## config.mk

```make
export PLATFORM = sky130hd
export DESIGN_NAME = ifu_prefetch
export DESIGN_NICKNAME = d
export VERILOG_FILES = /design/src/rtl/ifu_pkg.sv /design/src/rtl/ifu_fifo.sv /design/src/rtl/ifu_prefetch.sv
export SDC_FILE = /design/constraint.sdc
export NUM_CORES = 1
export LEC_CHECK = 0
export ABC_CLOCK_PERIOD_IN_PS = 10800
export CORE_AREA = 8 8 186 188
export DETAILED_ROUTE_END_ITERATION = 7
export DIE_AREA = 0 0 194 196
export GPL_ROUTABILITY_DRIVEN = 0
export PLACE_DENSITY = 0.75
export SYNTH_ARGS = -nofsm -noshare
export SYNTH_HDL_FRONTEND = slang
export SYNTH_SLANG_ARGS = --single-unit
```

## constraint.sdc

```tcl
create_clock -name clk -period 10.8 [get_ports clk]
set_input_delay 1.62 -clock clk [delete_from_list [all_inputs] [get_ports clk]]
set_output_delay 1.62 -clock clk [all_outputs]
set_load 0.02 [all_outputs]
```

## src/rtl/ifu_pkg.sv

```systemverilog
// Shared types for the instruction fetch unit: FSM encoding, fetch granule and buffer entry.
// HALT is only present when IFU_PREFETCH_MISALIGN_CHK_EN is defined.
package ifu_pkg;

  typedef enum logic [1:0] {
    IDLE = 2'd0,
    RUN  = 2'd1
`ifdef IFU_PREFETCH_MISALIGN_CHK_EN
    ,
    HALT = 2'd2
`endif
  } fetch_state_t;

  localparam int unsigned INST_BYTES = 4;

  // Entry layout at the default 32-bit widths; the top builds the same shape from its parameters.
  typedef struct packed {
    logic [31:0] pc;
    logic [31:0] data;
  } ifu_entry_t;

endpackage

```

## src/rtl/ifu_fifo.sv

```systemverilog
// Parametrised synchronous FIFO with flush; the head word is read straight from the storage register.
module ifu_fifo #(
  parameter int unsigned WIDTH = 8,
  parameter int unsigned DEPTH = 4,
  localparam int unsigned CW = $clog2(DEPTH + 1)
) (
  input  logic             clk,
  input  logic             rst,
  input  logic             push_i,
  input  logic             pop_i,
  input  logic             flush_i,
  input  logic [WIDTH-1:0] data_i,
  output logic [WIDTH-1:0] data_o,
  output logic [CW-1:0]    count_o,
  output logic             full_o,
  output logic             empty_o
);

  localparam int unsigned PW = (DEPTH > 1) ? $clog2(DEPTH) : 1;

  logic [WIDTH-1:0] mem_q [DEPTH];
  logic [PW-1:0]    wr_q, rd_q;
  logic [CW-1:0]    cnt_q;
  logic             do_push, do_pop;

  function automatic logic [PW-1:0] nxt(input logic [PW-1:0] p);
    return (p == PW'(DEPTH - 1)) ? '0 : p + 1'b1;
  endfunction

  assign empty_o = (cnt_q == '0);
  assign full_o  = (cnt_q == CW'(DEPTH));
  assign count_o = cnt_q;
  assign data_o  = mem_q[rd_q];
  // A push into a full FIFO is accepted only when the head leaves in the same cycle.
  assign do_push = push_i & (~full_o | pop_i);
  assign do_pop  = pop_i & ~empty_o;

  always_ff @(posedge clk or posedge rst) begin
    if (rst) begin
      for (int unsigned i = 0; i < DEPTH; i++) mem_q[i] <= '0;
      wr_q  <= '0;
      rd_q  <= '0;
      cnt_q <= '0;
    end else if (flush_i) begin
      wr_q  <= '0;
      rd_q  <= '0;
      cnt_q <= '0;
    end else begin
      if (do_push) begin
        mem_q[wr_q] <= data_i;
        wr_q        <= nxt(wr_q);
      end
      if (do_pop) rd_q <= nxt(rd_q);
      cnt_q <= cnt_q + CW'(do_push) - CW'(do_pop);
    end
  end

endmodule

```

## src/rtl/ifu_prefetch.sv

```systemverilog
// Pipelined instruction fetch with in-order prefetch buffer and flush-time discard of stale responses.
// Optional misaligned-redirect halt is enabled by defining IFU_PREFETCH_MISALIGN_CHK_EN.
module ifu_prefetch
  import ifu_pkg::*;
#(
  parameter int unsigned          ADDR_WIDTH      = 32,
  parameter int unsigned          DATA_WIDTH      = 32,
  parameter int unsigned          FIFO_DEPTH      = 4,
  parameter int unsigned          MAX_OUTSTANDING = 2,
  parameter logic [ADDR_WIDTH-1:0] RESET_PC       = '0
) (
  input  logic                  clk,
  input  logic                  rst,
  output logic                  mem_req_valid_o,
  input  logic                  mem_req_ready_i,
  output logic [ADDR_WIDTH-1:0] mem_req_addr_o,
  input  logic                  mem_rsp_valid_i,
  input  logic [DATA_WIDTH-1:0] mem_rsp_data_i,
  input  logic                  flush_i,
  input  logic [ADDR_WIDTH-1:0] flush_pc_i,
  input  logic                  hold_i,
  output logic                  inst_valid_o,
  input  logic                  inst_ready_i,
  output logic [DATA_WIDTH-1:0] inst_data_o,
  output logic [ADDR_WIDTH-1:0] inst_pc_o
`ifdef IFU_PREFETCH_MISALIGN_CHK_EN
  ,
  output logic                  misalign_err_o
`endif
);

  localparam int unsigned OW = $clog2(MAX_OUTSTANDING + 1);
  localparam int unsigned FW = $clog2(FIFO_DEPTH + 1);

  typedef struct packed {
    logic [ADDR_WIDTH-1:0] pc;
    logic [DATA_WIDTH-1:0] data;
  } entry_t;

  fetch_state_t          state_q;
  logic [ADDR_WIDTH-1:0] fetch_pc_q, fetch_pc_d, flush_tgt, pcq_head;
  logic [OW-1:0]         discard_q, discard_d, pcq_cnt, outst;
  logic [FW-1:0]         fifo_cnt;
  logic                  pcq_full, pcq_empty, fifo_full, fifo_empty;
  logic                  req_hs, rsp_ok, rsp_keep;
  entry_t                push_entry, head_entry;

`ifdef IFU_PREFETCH_MISALIGN_CHK_EN
  logic misalign, err_q;
  assign misalign       = (flush_pc_i[1:0] != 2'b00);
  assign flush_tgt      = flush_pc_i;
  assign misalign_err_o = err_q;
`else
  assign flush_tgt = flush_pc_i & ~ADDR_WIDTH'(3);
`endif

  // In flight = live requests tracked in the pc queue plus stale ones awaiting discard.
  assign outst = pcq_cnt + discard_q;

  assign mem_req_valid_o = (state_q == RUN) & ~hold_i & ~pcq_full & ~fifo_full &
                           (32'(outst) < MAX_OUTSTANDING) &
                           ((32'(outst) + 32'(fifo_cnt)) < FIFO_DEPTH);
  assign mem_req_addr_o  = fetch_pc_q;
  assign req_hs          = mem_req_valid_o & mem_req_ready_i;
  assign rsp_ok          = mem_rsp_valid_i & (outst != '0);
  assign rsp_keep        = rsp_ok & (discard_q == '0) & ~flush_i & ~pcq_empty;

  assign push_entry   = '{pc: pcq_head, data: mem_rsp_data_i};
  assign inst_valid_o = ~fifo_empty;
  assign inst_pc_o    = head_entry.pc;
  assign inst_data_o  = head_entry.data;

  always_comb begin
    discard_d = discard_q;
    if (flush_i) discard_d = outst + OW'(req_hs) - OW'(rsp_ok);
    else if (rsp_ok && discard_q != '0) discard_d = discard_q - 1'b1;
  end

  always_comb begin
    fetch_pc_d = fetch_pc_q;
    if (flush_i) fetch_pc_d = flush_tgt;
    else if (req_hs) fetch_pc_d = fetch_pc_q + ADDR_WIDTH'(INST_BYTES);
  end

  always_ff @(posedge clk or posedge rst) begin
    if (rst) begin
      state_q    <= IDLE;
      fetch_pc_q <= RESET_PC;
      discard_q  <= '0;
`ifdef IFU_PREFETCH_MISALIGN_CHK_EN
      err_q      <= 1'b0;
`endif
    end else begin
      fetch_pc_q <= fetch_pc_d;
      discard_q  <= discard_d;
`ifdef IFU_PREFETCH_MISALIGN_CHK_EN
      if (flush_i) err_q <= misalign;
      case (state_q)
        IDLE:    state_q <= (flush_i && misalign) ? HALT : RUN;
        RUN:     if (flush_i && misalign) state_q <= HALT;
        HALT:    if (flush_i && !misalign) state_q <= RUN;
        default: state_q <= IDLE;
      endcase
`else
      case (state_q)
        IDLE:    state_q <= RUN;
        RUN:     state_q <= RUN;
        default: state_q <= IDLE;
      endcase
`endif
    end
  end

  ifu_fifo #(
    .WIDTH (ADDR_WIDTH),
    .DEPTH (MAX_OUTSTANDING)
  ) u_pc_queue (
    .clk     (clk),
    .rst     (rst),
    .push_i  (req_hs & ~flush_i),
    .pop_i   (rsp_keep),
    .flush_i (flush_i),
    .data_i  (fetch_pc_q),
    .data_o  (pcq_head),
    .count_o (pcq_cnt),
    .full_o  (pcq_full),
    .empty_o (pcq_empty)
  );

  ifu_fifo #(
    .WIDTH ($bits(entry_t)),
    .DEPTH (FIFO_DEPTH)
  ) u_prefetch_buf (
    .clk     (clk),
    .rst     (rst),
    .push_i  (rsp_keep),
    .pop_i   (inst_ready_i),
    .flush_i (flush_i),
    .data_i  (push_entry),
    .data_o  (head_entry),
    .count_o (fifo_cnt),
    .full_o  (fifo_full),
    .empty_o (fifo_empty)
  );

endmodule

```

==> results.json <==
{
  "status": "completed",
  "p_leak_uw": 0.00897,
  "clock_skew_ns": 0.0221,
  "die-area_um2": 38000,
  "cts_setup_buffers": 0,
  "slew_headroom_pct": 25.6,
  "grt_pass1_vias": 10100,
  "numPortBuffers": 162,
  "cts_max_path_buffers": 3,
  "drtAntennaViolNets": 0,
  "track_usage_pct": 18.3,
  "ir_drop_mv": 0.109,
  "yosysWarnings": 0,
  "crit_slowest_cell": "clkdlybuf4s50_1",
  "power_uw": 3500,
  "synth_cell_type_count": 41,
  "drt_iter0_drc": 385,
  "nNetsFinal": 1312,
  "whs_ns": 0.485,
  "wl_mm": 34.5,
  "clkSlewWorstSetupHoldPaths_ns": 0.06,
  "core_area_um2": 31900,
  "hold_depth": 1,
  "start_kind": "primary input",
  "path_buf_inv": 3,
  "min_path_type": "reg2reg",
  "vias": 9333,
  "maxCapViolations": 0,
  "initial_utilization_pct": 50.0,
  "tns_ns": 0,
  "grt_max_degree": 161,
  "syn_area_per_cell_um2": 14.8,
  "tightest_slew_ns": 1.12,
  "cts-resized-gates": 0,
  "holdBufCountCts": 0,
  "route.detailed.drc": 0,
  "cp_max_fo": 27,
  "rsz0062_at_grt": "no",
  "hpwlAfterDp_mm": 20.9,
  "critPathCaptureType": "output port",
  "cpPeakStageDelay_ns": 0.63,
  "drv_slew": 0,
  "ios": 169,
  "powerDensity_nw_per_um2": 183,
  "design_area_um2": 19100,
  "placed_area_um2": 17900,
  "die_h_um": 196,
  "fmax_mhz": 197,
  "reg2regPathDepth": 9,
  "numCtsBuffers": 39,
  "cts_root_buffer": "clkbuf_16",
  "cts.sinks": 352,
  "setup_violations": 0,
  "grt_pass1_wl_mm": 56.3,
  "clock_latency_ns": 0.52,
  "synthCells": 1078,
  "finalCritPeriodShare_pct": 47.1,
  "grt_antenna_before_repair": 0,
  "syn2layout_area_growth_pct": 19.9,
  "cts_tree": "yes",
  "cp_top_family": "buffers and inverters",
  "cp_data_arrival_time_ns": 3.46,
  "die_w_um": 194,
  "htreeDepth": 2,
  "crit_type": "in2out",
  "cp_cell_sequence": "clkdlybuf4s50_1 -> nor4b_1 -> nand4_1 -> buf_4 -> nor2_1 -> clkdlybuf4s50_1",
  "overflow": 0,
  "required_ns": 9.18,
  "diodes": 0,
  "rows": 66,
  "crit_top_cell": "clkdlybuf4s50_1",
  "firstDrtPassIters": 4,
  "seq_area_frac_synth_pct": 55.3,
  "wl_per_cell_um": 20.8,
  "ys_ff_latch": 352,
  "hold_viol": 0,
  "vias_per_cell": 5.63,
  "layout-drive-gt1-share_pct": 36.2,
  "period_needed_ns": 5.08,
  "crit_cells": 6,
  "syn_area_um2": 15900
}
[registers in the layout, summed over array words and instances (netlist names)]
register	count
u_prefetch_buf.mem_q	248
state_q	1
u_pc_queue.count_o	2
u_prefetch_buf.count_o	3
u_pc_queue.mem_q	60
u_prefetch_buf.rd_q	2
mem_req_addr_o	30
u_pc_queue.rd_q	1
discard_q	2
u_prefetch_buf.wr_q	2
u_pc_queue.wr_q	1
[through the flow]
stage               worst slack (ns)  util (%)  cells
floorplan                       4.47         -   1081
global placement                5.71      56.2   1592
detailed placement              5.70      56.2   1592
CTS                             5.68      60.0   1658
global route                    5.56      60.0   1658
finish                          5.72      60.0   1658
[routing by layer]
| layer | routed length [µm] | share of wire (%) | up-vias | track usage [%] |
|---|---|---|---|---|
| met3 | 1660 | 4.8 | 58 | 3.46 |
| li1 | - | - | 4236 | - |
| met2 | 16500 | 48 | 195 | 30.3 |
| met4 | 772 | 2.2 | 0 | 5.06 |
| met5 | 0 | 0 | - | 0 |
| met1 | 15500 | 45 | 4844 | 24.7 |
[layout make-up]
class                      count  area [µm²]
multi-input combinational    640        6800
inverter                      21        82.6
clock inverter                 8        67.6
sequential                   352        8810
tap                          408         510
fill                        2497       12800
clock buffer                  58        1140
timing repair buffer         171        1700
[power breakdown]
part           internal [µW]  total [µW]  switching, µW
combinational            359         713            354
clock                    750        1250            499
sequential              1440        1540           99.2
[cells in the final DEF, fill, tap and decap left out, types with 12 or more instances in the layout]
cell type and instances:
nand3_1 18, clkbuf_1 12, o21ai_0 23, nor2_1 21, mux2_1 28, inv_1 20
mux2_2 313, clkbuf_16 41, mux4_2 62, ha_1 15, nand2_1 39, nor3_1 16
xnor2_1 27, clkdlybuf4s50_1 161, dfrtp_1 349
[synth_stat cells (all sizes together)]
library cell,number,area [µm²]
dfrtp,352,8810
mux2,341,3840
mux4,62,1400
nand2,43,171
buf,38,175
clkbuf,30,113
xnor2,27,236
o21ai,24,120
inv,21,78.8
nor2,21,78.8
nand3,18,90.1
nor3,16,80.1
ha,15,188
nor4,12,96.3
nand4,9,56.3
mux2i,8,80.1
nand2b,4,25.0
nor2b,4,25.0
nor4b,4,35.0
xor2,4,35.0
a21oi,3,15.0
and4,3,26.3
or3,3,18.8
or4,3,22.5
a211o,2,17.5
and3,2,12.5
conb,2,7.51
a221o,1,10.0
a311o,1,10.0
and3b,1,8.76
fa,1,20.0
or2,1,6.26
or3b,1,8.76
xor3,1,23.8
[path summary, 6_finish.rpt]
check | from | endpoint | slack (ns)
max in group asynchronous | rst | u_prefetch_buf.mem_q[175] | 6.94
worst min register to register | u_prefetch_buf.mem_q[57] | u_prefetch_buf.mem_q[57] | 0.49
worst min-delay path | u_prefetch_buf.mem_q[57] | u_prefetch_buf.mem_q[57] | 0.49
min in group asynchronous | rst | u_prefetch_buf.mem_q[5] | 1.59
worst max register to register | u_pc_queue.count_o[1] | u_pc_queue.mem_q[19] | 6.87
worst max-delay path | hold_i | mem_req_valid_o | 5.72
[cells by family after synthesis]
family / count (synthesis) / share of synthesized area, %
XOR/XNOR: 32 / 1.85
other: 2 / 0.0471
AO/OA/AOI/OAI: 31 / 1.08
AND/OR/NAND/NOR: 145 / 4.78
buffers and inverters: 89 / 2.30
flip-flops: 352 / 55.3
adder cells (fa/ha/maj): 16 / 1.30
multiplexers: 411 / 33.4
(Power assumes the default switching activity.)
